`config.mk`:
```
export PLATFORM = sky130hd
export DESIGN_NAME = branch_unit
export DESIGN_NICKNAME = d
export VERILOG_FILES = /design/src/rtl/branch_unit_pkg.sv /design/src/rtl/branch_cmp_core.sv /design/src/rtl/branch_unit.sv
export SDC_FILE = /design/constraint.sdc
export NUM_CORES = 1
export LEC_CHECK = 0
export ABC_AREA = 1
export CAP_MARGIN = 20
export CORE_ASPECT_RATIO = 0.6
export CORE_UTILIZATION = 40
export DETAILED_ROUTE_END_ITERATION = 10
export SYNTH_ARGS = -nofsm -noshare
export SYNTH_HDL_FRONTEND = slang
export SYNTH_SLANG_ARGS = --single-unit
```
`constraint.sdc`:
```
create_clock -name clk -period 14.3 [get_ports clk]
set_input_delay 2.86 -clock clk [delete_from_list [all_inputs] [get_ports clk]]
set_output_delay 2.86 -clock clk [all_outputs]
set_load 0.005 [all_outputs]
```
`src/rtl/branch_unit_pkg.sv`:
```
// Shared defines for the branch unit: branch_op encodings, predictor reset
// value and the 2-bit saturating counter update.
package branch_unit_pkg;

    typedef enum logic [2:0] {
        OP_BEQ  = 3'b000,
        OP_BNE  = 3'b001,
        OP_BLT  = 3'b100,
        OP_BGE  = 3'b101,
        OP_BLTU = 3'b110,
        OP_BGEU = 3'b111
    } branch_op_e;

    localparam logic [1:0] BHT_INIT = 2'b01;

    function automatic logic [1:0] sat_update(input logic [1:0] ctr, input logic taken);
        if (taken)
            return (ctr == 2'b11) ? ctr : ctr + 2'b01;
        else
            return (ctr == 2'b00) ? ctr : ctr - 2'b01;
    endfunction

endpackage

```
`src/rtl/branch_cmp_core.sv`:
```
// XLEN-wide combinational branch comparator; flags codes outside the
// branch_op set as illegal.
module branch_cmp_core
    import branch_unit_pkg::*;
#(
    parameter int XLEN = 32
) (
    input  logic [XLEN-1:0] data_in1,
    input  logic [XLEN-1:0] data_in2,
    input  logic [2:0]      branch_op,
    output logic            taken,
    output logic            legal
);

    always_comb begin
        taken = 1'b0;
        legal = 1'b1;
        case (branch_op)
            OP_BEQ:  taken = (data_in1 == data_in2);
            OP_BNE:  taken = (data_in1 != data_in2);
            OP_BLT:  taken = ($signed(data_in1) <  $signed(data_in2));
            OP_BGE:  taken = ($signed(data_in1) >= $signed(data_in2));
            OP_BLTU: taken = (data_in1 <  data_in2);
            OP_BGEU: taken = (data_in1 >= data_in2);
            default: legal = 1'b0;
        endcase
    end

endmodule

```
`src/rtl/branch_unit.sv`:
```
// Branch resolution unit: registered compare result, 2-bit BHT predictor
// held in flops, and branch / mispredict statistics counters.
module branch_unit
    import branch_unit_pkg::*;
#(
    parameter int XLEN      = 32,
    parameter int BHT_DEPTH = 64,
    parameter int CNT_W     = 32
) (
    input  logic             clk,
    input  logic             rst,
    input  logic [XLEN-1:0]  pred_pc,
    output logic             pred_taken,
    input  logic             res_valid,
    input  logic [XLEN-1:0]  res_pc,
    input  logic [XLEN-1:0]  data_in1,
    input  logic [XLEN-1:0]  data_in2,
    input  logic [2:0]       branch_op,
    input  logic             res_pred,
    output logic             out_valid,
    output logic             branch_out,
    output logic             mispredict,
    output logic             illegal_op,
    input  logic             bht_clear,
    output logic [CNT_W-1:0] branch_cnt,
    output logic [CNT_W-1:0] mispred_cnt
);

    localparam int IDX_W = $clog2(BHT_DEPTH);

    logic [1:0]       bht [BHT_DEPTH];
    logic [IDX_W-1:0] pred_idx;
    logic [IDX_W-1:0] res_idx;
    logic             taken;
    logic             legal;
    logic             do_update;
    logic             miss;
    logic             unused_pc_bits;

    assign pred_idx  = pred_pc[IDX_W+1:2];
    assign res_idx   = res_pc[IDX_W+1:2];
    assign unused_pc_bits = ^{pred_pc[XLEN-1:IDX_W+2], pred_pc[1:0],
                              res_pc[XLEN-1:IDX_W+2], res_pc[1:0]};

    // Array read is of the registered state, so a same-cycle update is not bypassed.
    assign pred_taken = bht[pred_idx][1];

    branch_cmp_core #(.XLEN(XLEN)) u_cmp (
        .data_in1  (data_in1),
        .data_in2  (data_in2),
        .branch_op (branch_op),
        .taken     (taken),
        .legal     (legal)
    );

    assign do_update = res_valid && legal;
    assign miss      = do_update && (taken != res_pred);

    always_ff @(posedge clk or posedge rst) begin
        if (rst) begin
            for (int unsigned i = 0; i < BHT_DEPTH; i++)
                bht[i] <= BHT_INIT;
        end else if (bht_clear) begin
            for (int unsigned i = 0; i < BHT_DEPTH; i++)
                bht[i] <= BHT_INIT;
        end else if (do_update) begin
            bht[res_idx] <= sat_update(bht[res_idx], taken);
        end
    end

    always_ff @(posedge clk or posedge rst) begin
        if (rst) begin
            out_valid   <= 1'b0;
            branch_out  <= 1'b0;
            mispredict  <= 1'b0;
            illegal_op  <= 1'b0;
            branch_cnt  <= '0;
            mispred_cnt <= '0;
        end else begin
            out_valid  <= res_valid;
            branch_out <= do_update && taken;
            mispredict <= miss;
            illegal_op <= res_valid && !legal;
            if (do_update)
                branch_cnt <= branch_cnt + CNT_W'(1);
            if (miss)
                mispred_cnt <= mispred_cnt + CNT_W'(1);
        end
    end

endmodule

```
==> results by group, run 1 <==
Run status
  • Status: finished clean

STA
  • Worst slew pin tran: 1070 ps
  • RSZ-0062 raised after global routing: no
  • WHS: 496 ps
  • Setup TNS Final: 0 ps
  • Final Hold Viols: 0
  • Slew headroom: 28.7%
  • Crit path time final: 9590 ps
  • Maximum clock frequency: 0.104 GHz
  • Final setup vio count: 0
  • Final Max Slew Viols: 0
  • Setup Skew: 11.3 ps
  • Final worst path period share: 67.1%

Final layout
  • Finished Layout Cells: 2250
  • Layout net count: 1999
  • Synthesis-to-finish area growth: 19.2%
  • Most common cell after layout, fill and taps aside: nand2_1
  • N_diodes: 0
  • Fin util: 49.0%
  • Most frequent cells in the layout: nand2_1, nand3_1, nor2_1
  • Layout cells sized above 1: 8.63%

Clock tree
  • CTS root buf: clkbuf_16
  • CTS tree: built
  • Clock Latency Late Sink: 460 ps
  • Setup Fix Bufs, Post-CTS: 0
  • Clock transition at path regs: 80 ps
  • # clock sinks: 196
  • Cts hold-fix bufs: 0
  • Clock buffer count from CTS: 17
  • Htree depth: 4
  • Clk buf depth: 2
  • Post-CTS sizing: 0

Yosys
  • Syn Inst Count: 1715
  • Largest family of logic cells by synthesized area: simple AND/OR/NAND/NOR gates
  • Post-synthesis mux area share: 0%
  • Area share of fa/ha/maj cells after synthesis: 3.42%
  • Yosys cell types: 42
  • Seq cells post-synth: 196
  • Synth Net Count: 1885
  • Ranking of synthesized cells by area: dfrtp_1, dfstp_2, nand2_1
  • Synthesis warning total: 0
  • Compound-Gate Fraction of Synth Area: 12.2%
  • Syn Area/Cell: 7.25 sq um
  • Sequential share of the synthesized area: 40.1%
  • Mapped Area: 12400 sq um
  • Share of the synthesized area in the top cell type: 26.6%
  • Cell type with the largest total area after synthesis: dfrtp_1
  • Simple-gate share of the synthesized area: 30.8%
  • Synth Area in XOR/XNOR: 4.09%

Setup path
  • Worst Path Arrival: 6730 ps
  • WS Path Type: in2out
  • Worst path cell trace: clkdlybuf4s50_1, inv_1, o21ai_0, a21oi_1, o311ai_0, o31ai_1, o211ai_1, o31ai_1, clkdlybuf4s50_1
  • CP peak stage delay: 1180 ps
  • Crit-path max FO: 34
  • Worst endpoint required time: 11440 ps
  • CP Launch Type: primary input
  • Slowest library cell on the worst path: clkdlybuf4s50_1
  • CP Capture Type: output pin

Power
  • P_sw: 0.419 mW
  • Clock power frac: 35.7%
  • Peak supply drop: 0.0000844 V
  • PD cells: 89.0 nW/um^2
  • PnR Total Power: 1.32 mW
  • Leakage: 6.99 nW
  • Net Sw Frac: 31.8%
  • Internal Power: 0.900 mW
  • Combinational share of power: 19.0%
  • Flop pwr share: 45.4%

Floorplanning
  • Number of I/O pins: 205
  • Chip width: 230 um
  • Total die area: 31800 sq um
  • Die Ht: 139 um
  • Initial Util: 41.1%
  • Core box area: 30200 sq um
  • Row cnt: 49

Routing
  • Routed vias/inst: 5.36
  • Iter 0 DRT Violations: 1204
  • Drt drc: 0
  • Detail Route Antenna Nets: 0
  • First-pass DRT Iterations: 6
  • Routed len/inst: 18.5 um
  • WL final: 41600 um
  • Vias post-DR: 12100

GRT
  • Vias in the first global route: 11400
  • Largest net degree at the start of global routing: 129
  • First-pass GRT wire length: 65900 um
  • Total grt overflow: 0
  • Initial antenna violation count: 0
  • GRT Overall Usage: 26.7%

Placement
  • Gpl congestion: 0.953
  • HPWL Detailed: 28600 um
  • Port Buf Inserts: 152
  • Dpl cells: 2217

Min path
  • Hold Crit Class: reg2reg

Job
  • Max cap viols: 0
-- logic make-up (layout without fill, tap and decap cells) --
| kind of cell | Yosys count | after routing |
|---|---|---|
| xor gates and xnor gates | 58 | 58 |
| DFF | 196 | 196 |
| AOI/OAI and AO/OA | 235 | 235 |
| and+or+nand+nor | 895 | 895 |
| buffers and inverters | 297 | 424 |
| adders and majority gates | 34 | 34 |
-- power by group through the flow --
stage | clock network (mW) | logic, mW | registers (mW)
floorplan | 0 | 0.137 | 0.605
global placement | 0 | 0.242 | 0.606
detailed placement | 0 | 0.248 | 0.608
CTS | 0.476 | 0.249 | 0.598
global route | 0.500 | 0.274 | 0.601
finish | 0.470 | 0.251 | 0.598
-- cell usage after synthesis --
cell / instances
a21o_1: 1
a21oi_1: 42
a21oi_4: 1
a22oi_1: 16
and3_1: 1
buf_1: 3
buf_2: 20
buf_6: 4
clkbuf_1: 43
clkinv_1: 2
dfrtp_1: 132
dfstp_2: 64
ha_1: 34
inv_1: 215
inv_2: 10
nand2_1: 368
nand2_2: 2
nand3_1: 230
nand3_2: 8
nand3b_1: 3
nand4_1: 18
nor2_1: 229
nor2_2: 3
nor3_1: 22
nor3_2: 1
nor3b_1: 1
nor4_1: 8
nor4b_1: 1
o2111ai_1: 4
o211ai_1: 1
o21a_1: 2
o21ai_0: 74
o21ai_1: 6
o21bai_1: 28
o21bai_2: 20
o221a_2: 1
o221ai_1: 2
o22ai_1: 34
o311ai_0: 1
o31ai_1: 2
xnor2_1: 29
xor2_1: 29
-- state kept, by name (all words and copies together), names as in the netlist --
name and count:
bht 128, mispredict 1, mispred_cnt 32, branch_cnt 32, branch_out 1, illegal_op 1
out_valid 1
-- final timing paths --
path / start / endpoint / slack (ps) / cells after the start
max in group asynchronous: rst / bht[89]$_DFFE_PP0P_ / 9890 / 3
max reg2reg: bht[36]$_DFFE_PP1P_ / bht[110]$_DFFE_PP1P_ / 10810 / 14
min: branch_cnt[12]$_DFFE_PP0P_ / branch_cnt[12]$_DFFE_PP0P_ / 500 / 1
max: pred_pc[2] / pred_taken / 4710 / 9
min in group asynchronous: rst / branch_cnt[19]$_DFFE_PP0P_ / 2940 / 2
min reg2reg: branch_cnt[12]$_DFFE_PP0P_ / branch_cnt[12]$_DFFE_PP0P_ / 500 / 1
-- worst max-delay path, delay by kind of cell --
family | cells | cell delay (ps)
AO/OA/AOI/OAI | 6 | 1470
buffers and inverters | 3 | 2400
-- per-layer routing --
layer  global-route usage [%]  share of wire (%)
met5                        0                  0
met4                     6.21                1.4
met3                     7.57                 11
met2                     35.8                 40
met1                     41.3                 48
-- cell type report --
type,instances,area (sq um)
fill,2942,15400
multi-input combinational,1222,6280
sequential,196,4980
timing repair buffer,165,1630
inverter,227,861
tap,408,510
clock buffer,19,443
clock inverter,13,104
-- metrics by stage --
stage          setup slack, ps  area [sq um]
2_1_floorplan             6210         12400
3_3_place_gp              5020         14200
3_5_place_dp              4900         14300
4_1_cts                   4890         14800
5_1_grt                   4530         14800
6_report                  4710         14800
Note: power is estimated with default switching activity, not from simulation.
==> run 2, diff against run 1 <==
Settings changed: PLACE_DENSITY set to 0.65.
Clock period 14.3 ns to 7.9 ns, I/O delays scaled along.
==> run 2 against run 1 <==
Global-route usage fell by 0.86 points. Combinational power rose by 77%. Clock skew rose by 0.70 ps. Cell area rose by 0.46%. Critical endpoint unchanged. Utilization rose by 0.23 points. Final cell count fell by 0.13%. Non-clock buffer count fell by 2. First-iteration DRC count rose by 35%. Worst setup slack got worse by 3000 ps. Largest power group unchanged.
==> results by group, run 2 (same netlist as run 1, synthesis figures left out) <==
Floorplanning
  • Core box area: 30200 sq um (unchanged)
  • Initial Util: 41.1% (unchanged)
  • Number of I/O pins: 205 (unchanged)
  • Row cnt: 49 (unchanged)
  • Die Ht: 139 um (unchanged)
  • Total die area: 31800 sq um (unchanged)
  • Chip width: 230 um (unchanged)

Routing
  • Drt drc: 0 (unchanged)
  • Iter 0 DRT Violations: 1625 (+35%)
  • WL final: 40600 um (-2.5%)
  • Detail Route Antenna Nets: 0 (unchanged)
  • Routed len/inst: 18.1 um (-2.4%)
  • Vias post-DR: 12200 (+1.2%)
  • Routed vias/inst: 5.43 (+1.4%)
  • First-pass DRT Iterations: 5 (-1)

Final layout
  • Fillers: 2958 (+0.54%)
  • Most frequent cells in the layout: nand2_1, nand3_1, nor2_1
  • Multi-input gate area: 6280 sq um (unchanged)
  • Synthesis-to-finish area growth: 19.8%
  • Registers with the most flip-flops: bht x128, branch_cnt x32, mispred_cnt x32
  • Layout cells sized above 1: 8.43% (-0.20 points)
  • Most common cell after layout, fill and taps aside: nand2_1
  • N_diodes: 0 (unchanged)
  • Reg area: 4980 sq um (unchanged)
  • Number of flip-flops in the largest register: 128 (unchanged)
  • Layout net count: 1997 (-0.10%)
  • Finished Layout Cells: 2247 (-0.13%)
  • Reg with most FFs: bht

GRT
  • Largest net degree at the start of global routing: 127 (-1.6%)
  • Vias in the first global route: 11600 (+2.2%)
  • Initial antenna violation count: 0 (unchanged)
  • Total grt overflow: 0 (unchanged)
  • First-pass GRT wire length: 64700 um (-1.8%)
  • GRT Overall Usage: 25.8% (-0.86 points)

Clock tree
  • Htree depth: 4 (unchanged)
  • Cts hold-fix bufs: 0 (unchanged)
  • CTS root buf: clkbuf_16
  • Clock transition at path regs: 70 ps (about the same)
  • # clock sinks: 196 (unchanged)
  • Post-CTS sizing: 0 (unchanged)
  • Clock Latency Late Sink: 460 ps (about the same)
  • Clk buf depth: 2 (unchanged)
  • CTS tree: built
  • Setup Fix Bufs, Post-CTS: 0 (unchanged)
  • Clock buffer count from CTS: 17 (unchanged)

STA
  • Final setup margin: 1690 ps (-3020 ps)
  • Setup Skew: 12.0 ps (+0.698 ps)
  • Final setup vio count: 0 (unchanged)
  • RSZ-0062 raised after global routing: no
  • WHS: 478 ps (-18.4 ps)
  • Setup TNS Final: 0 ps (unchanged)
  • Final Max Slew Viols: 0 (unchanged)
  • Final worst path period share: 78.6%
  • Final Hold Viols: 0 (unchanged)
  • Worst slew pin tran: 1010 ps (-54.3 ps)
  • Maximum clock frequency: 0.161 GHz
  • Crit path time final: 6210 ps
  • Slew headroom: 32.0% (+3.3 points)

Power
  • Internal Power: 1.76 mW (+96%)
  • Combinational share of power: 18.0% (-1.0 points)
  • Leakage: 7.02 nW (+0.47%)
  • Net Sw Frac: 29.0% (-2.8 points)
  • Flop pwr share: 43.6% (-1.8 points)
  • Peak supply drop: 0.000147 V (+74%)
  • PD cells: 167 nW/um^2 (+87%)
  • PnR Total Power: 2.48 mW (+88%)
  • P_sw: 0.718 mW (+71%)
  • Clock power frac: 38.4% (+2.7 points)

Setup path
  • Delay-heaviest family, CP: buffers and inverters
  • Worst path cell trace: clkdlybuf4s50_1, buf_4, inv_1, o21ai_0, o22ai_1, o21ai_0, o221a_2, o31ai_1, clkdlybuf4s50_1
  • Slowest library cell on the worst path: inv_1
  • R2R Path Start: bht[50]$_DFFE_PP1P_
  • CP Capture Type: output pin
  • Buffers and inverters on the worst path: 4 (+1)
  • CP peak stage delay: 730 ps (-450 ps)
  • Crit-path max FO: 34 (unchanged)
  • Worst Path Arrival: 4630 ps (-2100 ps)
  • Worst endpoint required time: 6320 ps (-5120 ps)
  • Critical Path Start: pred_pc[2]
  • CP Launch Type: primary input
  • WS Path Type: in2out

Min path
  • Hold Crit Class: reg2reg
  • Worst hold start: branch_cnt[31]$_DFFE_PP0P_

Placement
  • HPWL Detailed: 28000 um (-2.0%)
  • Port Buf Inserts: 152 (unchanged)
  • Pre-CTS setup slack: 1740 ps (-3160 ps)
  • Gpl congestion: 0.932 (-2.2%)
  • Dpl cells: 2215 (-0.090%)

Job
  • Max cap viols: 0 (unchanged)

Run status
  • Status: finished clean
run 2: cell count changes in the layout (fill, tap and decap cells not counted), sizes merged:
cell and delta:
buf -1, bufinv +3, clkbuf +5, clkinv -6
clkinvlp -2, inv -2
run 2: stage by stage:
step                      utilization [%]  area, sq um
after floorplan                         -        12400
after global placement               47.1        14200
after detailed placement             47.1        14200
after CTS                            49.2        14900
after global routing                 49.3        14900
final                                49.3        14900
run 2: worst paths after layout:
check / cells past startpoint / slack (ps) / to
min: 1 / 480 / branch_cnt[31]$_DFFE_PP0P_
max: 9 / 1690 / pred_taken
min in group asynchronous: 2 / 1720 / branch_cnt[16]$_DFFE_PP0P_
max reg2reg: 14 / 4320 / bht[62]$_DFFE_PP1P_
max in group asynchronous: 3 / 4720 / branch_cnt[0]$_DFFE_PP0P_
min reg2reg: 1 / 480 / branch_cnt[31]$_DFFE_PP0P_
run 2: power by group through the flow:
stage	sequential [mW]	combinational (mW)	clock [mW]
5_1_grt	1.09	0.485	1.00
3_3_place_gp	1.10	0.427	0
4_1_cts	1.08	0.438	0.966
3_5_place_dp	1.10	0.437	0
6_report	1.08	0.445	0.953
2_1_floorplan	1.09	0.248	0
run 2: area by class of cell:
cell class | count | area share (%)
sequential | 196 | 33.5
inverter | 227 | 5.78
timing repair buffer | 163 | 10.9
clock inverter | 6 | 0.773
tap | 408 | 3.43
multi-input combinational | 1222 | 42.2
clock buffer | 25 | 3.46
run 2: routing by layer:
| layer | vias to the layer above | GRT usage, % | routed length, um |
|---|---|---|---|
| met5 | - | 0 | 0 |
| met4 | 0 | 5.96 | 513 |
| met3 | 46 | 8.59 | 4810 |
| met2 | 569 | 35.5 | 16600 |
| met1 | 5805 | 38.5 | 18600 |
| li1 | 5789 | - | - |
==> RTL change 1, RTL diff (flow settings as in run 1) <==
Make the reset (`rst`) synchronous in 2 clocked blocks.
--- a/src/rtl/branch_unit.sv
+++ b/src/rtl/branch_unit.sv
@@ -56,7 +56,7 @@
     assign do_update = res_valid && legal;
     assign miss      = do_update && (taken != res_pred);
 
-    always_ff @(posedge clk or posedge rst) begin
+    always_ff @(posedge clk) begin
         if (rst) begin
             for (int unsigned i = 0; i < BHT_DEPTH; i++)
                 bht[i] <= BHT_INIT;
@@ -68,7 +68,7 @@
         end
     end
 
-    always_ff @(posedge clk or posedge rst) begin
+    always_ff @(posedge clk) begin
         if (rst) begin
             out_valid   <= 1'b0;
             branch_out  <= 1'b0;
Behaviour: differs if rst is asserted again (counterexample within 4 cycles, from zero or initial values and one cycle with rst high); with rst held inactive, the same outputs for 4 cycles.
==> RTL change 1 against run 1 <==
- count of clock-buffer cells in the layout fell by 1
- synthesized cell count fell by 5.0%
- power fell by 2.8%
- synthesized area fell by 4.9%
- worst setup slack improved by 0.56 ns
- sequential cell count did not move
- cell area fell by 4.4%
- critical path depth did not move
- clock power rose by 3%
- maximum frequency rose by 6.2%
- routed wire length fell by 14%
==> RTL change 1: results (changes against run 1) <==
| Metric | Value |
|---|---|
| Status | finished clean |
| Max FO, Critical Path | 19 (-44%) |
| Cells after Synth | 1,630 (-5.0%) |
| Setup Skew | 0.01436 ns (+0.003048 ns) |
| Area contributors post-synth | edfxtp_1 33%, dfxtp_1 12%, nand2_1 11% |
| Critical path origin | pred_pc[3] |
| Post-Place Cells | 2,124 (-4.2%) |
| Hpwl dp | 24.57 mm (-14%) |
| Seq/Total Area, Yosys | 0.4403 (+0.03929) |
| Detailed Routing Iterations Pass 1 | 7 (+1) |
| Critical Path Max Stage Delay | 0.94 ns (-0.24 ns) |
| Power Dens Cells | 90.49 nW/um2 (+1.7%) |
| Post-synthesis async set-or-reset flop share | 0 (-1.000) |
| Layout cells sized above 1 | 0.03360 (-0.05272) |
| Post-synth EDFFs | 128 (+128) |
| Met2 Wirelength | 14.61 mm (-12%) |
| Post-synthesis adder-cell area fraction | 0.03598 (+0.001764) |
| Pre-CTS setup slack | 5.351 ns (+0.4472 ns) |
| Clk pwr share | 0.379 (+0.022) |
| Overall routed net length | 35.95 mm (-14%) |
| Iteration-0 DRC Markers | 1,421 (+18%) |
| Comb power frac | 0.140 (-0.050) |
| Nets | 1,913 (-4.3%) |
| Clock transition at path regs | 0.07 ns |
| Post-Synth XOR/XNOR Area | 0.002222 (-0.03864) |
| Top cells by count, synth | 347 x nand2_1, 283 x inv_1, 259 x nor2_1 |
| Placed Area | 13,600 um2 (-4.7%) |
| Relative slew slack | 0.3291 (+0.04233) |
| DR vias/cell | 5.247 (-2.1%) |
| Net Count, Synth | 1,800 (-4.5%) |
| Final Wtd Congestion | 0.9319 (-2.2%) |
| Synth Area in Compound Gates | 0.09408 (-0.02759) |
| First-pass GRT wire length | 56.24 mm (-15%) |
| Wl on met1 | 16.95 mm (-15%) |
| Predominant post-synthesis flop cell | edfxtp_1 |
| Largest net degree at the start of global routing | 66 (-49%) |
| R2R Path Start | bht[42][1] |
| Worst vdd ir | 0.00007592 V (-10%) |
| Gr usage total | 0.2402 (-0.02648) |
| Vias in the first global route | 10.23k (-10%) |
| Hold_sp | branch_cnt[28] |
| Internal power | 0.0009159 W (+1.8%) |
| Arrival @ worst endpoint | 6.17 ns (-0.56 ns) |
| Synthesis Warnings | 0 (unchanged) |
| LEAKAGE | 5.202 nW (-26%) |
| GRT met3 Usage | 0.05639 (-0.01927) |
| Met2 usage | 0.3325 (-0.02593) |
| Met3 WL | 3.844 mm (-15%) |
| Distinct cells, synth | 45 (+7.1%) |
| Non-filler cells, final | 2,156 (-4.2%) |
[RTL change 1: cell types whose count changed after synthesis, sizes merged, moves of 64 or more]
| cell | change |
|---|---|
| dfrtp | -132 |
| edfxtp | +128 |
| nand3 | -75 |
| dfxtp | +68 |
| inv | +66 |
| dfstp | -64 |
[RTL change 1: worst min-delay path: stages, from the launching register on]
cell,delay (ns)
dfxtp_1,0.33
inv_1,0.06
a21oi_1,0.06
[RTL change 1: worst paths after layout]
kind         cells after the start              to  slack, ns
min                              2  branch_cnt[28]       0.50
max                              9      pred_taken       5.27
min reg2reg                      2  branch_cnt[28]       0.50
max reg2reg                     11       bht[9][0]      11.13
[RTL change 1: cell type report]
class,count,area [um2]
Clock buffer,18,429.2
Clock inverter,14,143.9
Fill cell,2841,14710
Inverter,293,1100
Multi-Input combinational cell,1074,5187
Sequential cell,196,5205
Tap cell,400,500.5
Timing Repair Buffer,161,1609
==> RTL change 2, RTL diff (config.mk and constraints of run 1) <==
Without the edit above. `XLEN` is set to 32 in 2 places; all go to 16.
--- a/src/rtl/branch_cmp_core.sv
+++ b/src/rtl/branch_cmp_core.sv
@@ -3,7 +3,7 @@
 module branch_cmp_core
     import branch_unit_pkg::*;
 #(
-    parameter int XLEN = 32
+    parameter int XLEN = 16
 ) (
     input  logic [XLEN-1:0] data_in1,
     input  logic [XLEN-1:0] data_in2,
--- a/src/rtl/branch_unit.sv
+++ b/src/rtl/branch_unit.sv
@@ -3,7 +3,7 @@
 module branch_unit
     import branch_unit_pkg::*;
 #(
-    parameter int XLEN      = 32,
+    parameter int XLEN      = 16,
     parameter int BHT_DEPTH = 64,
     parameter int CNT_W     = 32
 ) (
Interface: changed (resized data_in1, data_in2, pred_pc and res_pc); port bits go from 205 to 141. No check against the original RTL was run, so the function may have changed too.
==> RTL change 2 against run 1 <==
- critical path type unchanged
- non-clock buffer count fell by 34
- sequential cell count did not move
- power rose by 1.6%
- worst setup slack got worse by 0.37 ns
- cell area fell by 3.5%
- combinational power barely moved
- routed wire length fell by 2.5%
- final cell count rose by 0.71%
- synthesized area rose by 0.68%
==> RTL change 2: results (changes against run 1) <==
| Metric | Value |
|---|---|
| Biggest regs | bht (128), branch_cnt (32), mispred_cnt (32) |
| Setup Skew | 0.01262 ns (+0.001310 ns) |
| Status | finished clean |
| Iteration-0 DRC Markers | 1,369 (+14%) |
| Switching Share | 0.3099 (-0.007705) |
| Cells after Synth | 1,798 (+4.8%) |
| Worst Tran Pin Value | 1.103 ns (+0.03621 ns) |
| Max FO, Critical Path | 37 (+8.8%) |
| CTS root buffer | clkbuf_16 |
| Num CTS Buffers | 17 (unchanged) |
| Area contributors post-synth | dfrtp_1 26%, nand2_1 17%, dfstp_2 13% |
| Post-Place Cells | 2,234 (+0.77%) |
| Diode count | 0 (unchanged) |
| Slowest-stage cell, CP | clkdlybuf4s50_1 |
| Worst vdd ir | 0.00008887 V (+5.4%) |
| Pre-CTS setup slack | 4.481 ns (-0.4232 ns) |
| Multiplexer share of the synthesized area | 0 (unchanged) |
| Port bufs | 120 (-21%) |
| DR vias/cell | 5.463 (+1.9%) |
| Final Wtd Congestion | 0.8915 (-6.5%) |
| Synth Area in Compound Gates | 0.08187 (-0.03981) |
| Gr usage total | 0.2572 (-0.009496) |
| H-tree levels | 4 (unchanged) |
| Worst min-delay path class | reg2reg |
| Post-Synth XOR/XNOR Area | 0.04268 (+0.001821) |
| LEAKAGE | 6.494 nW (-7.1%) |
| Net Count, Synth | 1,888 (+0.16%) |
| Power Total | 0.001340 W (+1.6%) |
| Wire per inst | 17.92 um (-3.1%) |
| Largest net degree at the start of global routing | 129 (unchanged) |
| Hpwl dp | 26.86 mm (-6.1%) |
| Top cells by count, synth | 561 x nand2_1, 204 x nor2_1, 189 x nand3_1 |
| Clock transition at path regs | 0.07 ns |
| Seq/Total Area, Yosys | 0.3982 (-0.002725) |
| Comb power frac | 0.187 (-0.003) |
| Fillers | 3,094 (+5.2%) |
| Post-synthesis adder-cell area fraction | 0.01799 (-0.01623) |
| Nets | 1,935 (-3.2%) |
| Largest family of logic cells by synthesized area | simple AND/OR/NAND/NOR gates |
| Placed Area | 13,770 um2 (-3.5%) |
| First-pass GRT wire length | 64.11 mm (-2.7%) |
| Distinct cells, synth | 45 (+7.1%) |
| Vias in the first global route | 10.95k (-3.9%) |
| Arrival @ worst endpoint | 7.10 ns (+0.37 ns) |
| Detailed Routing Iterations Pass 1 | 5 (-1) |
| Synthesis Warnings | 0 (unchanged) |
| Critical Path Max Stage Delay | 1.20 ns (+0.02 ns) |
| Layout cells sized above 1 | 0.06781 (-0.01850) |
| Clk power | 0.000469 W (about the same) |
| Vias | 12.38k (+2.6%) |
RTL change 2: changes by cell type in the layout (fill, tap and decap cells not counted), moves of 15 or more:
cell	run 1	this run
nand3_1	229	189
o21bai_2	20	0
clkdlybuf4s50_1	151	118
nor3_1	22	113
inv_1	213	105
o22ai_1	34	2
nor2_1	229	204
ha_1	34	18
nand2_1	367	561
a21oi_1	42	111
o21bai_1	28	0
a22oi_1	16	1
o21ai_0	74	44
RTL change 2: worst paths after layout:
kind / cells past startpoint / end / startpoint / slack, ns
worst min register to register: 1 / branch_cnt[31] / branch_cnt[31] / 0.47
worst max-delay path: 9 / pred_taken / pred_pc[2] / 4.34
min in group asynchronous: 2 / mispred_cnt[22] / rst / 2.97
worst max register to register: 13 / bht[77] / bht[116] / 11.34
worst min-delay path: 1 / branch_cnt[31] / branch_cnt[31] / 0.47
max in group asynchronous: 3 / branch_cnt[10] / rst / 9.78
RTL change 2: area by class of cell:
| type | instances | area (um2) | share of cell area |
|---|---|---|---|
| sequential | 196 | 4985 | 0.3483 |
| inverter | 113 | 431.7 | 0.03017 |
| timing repair buffer | 131 | 1287 | 0.08997 |
| tap | 408 | 510.5 | 0.03567 |
| multi-input combinational | 1386 | 6560 | 0.4584 |
| clock inverter | 5 | 52.55 | 0.003672 |
| clock buffer | 27 | 483.0 | 0.03375 |
RTL change 2: layer usage:
metal / GRT usage / up-vias / wire, um / part of all wire
met1: 0.4129 / 5843 / 20280 / 0.50
met3: 0.06147 / 36 / 3893 / 0.096
met2: 0.3378 / 543 / 16040 / 0.39
met5: 0 / - / 0 / 0
met4: 0.05542 / 0 / 395 / 0.0097
li1: - / 5957 / - / -
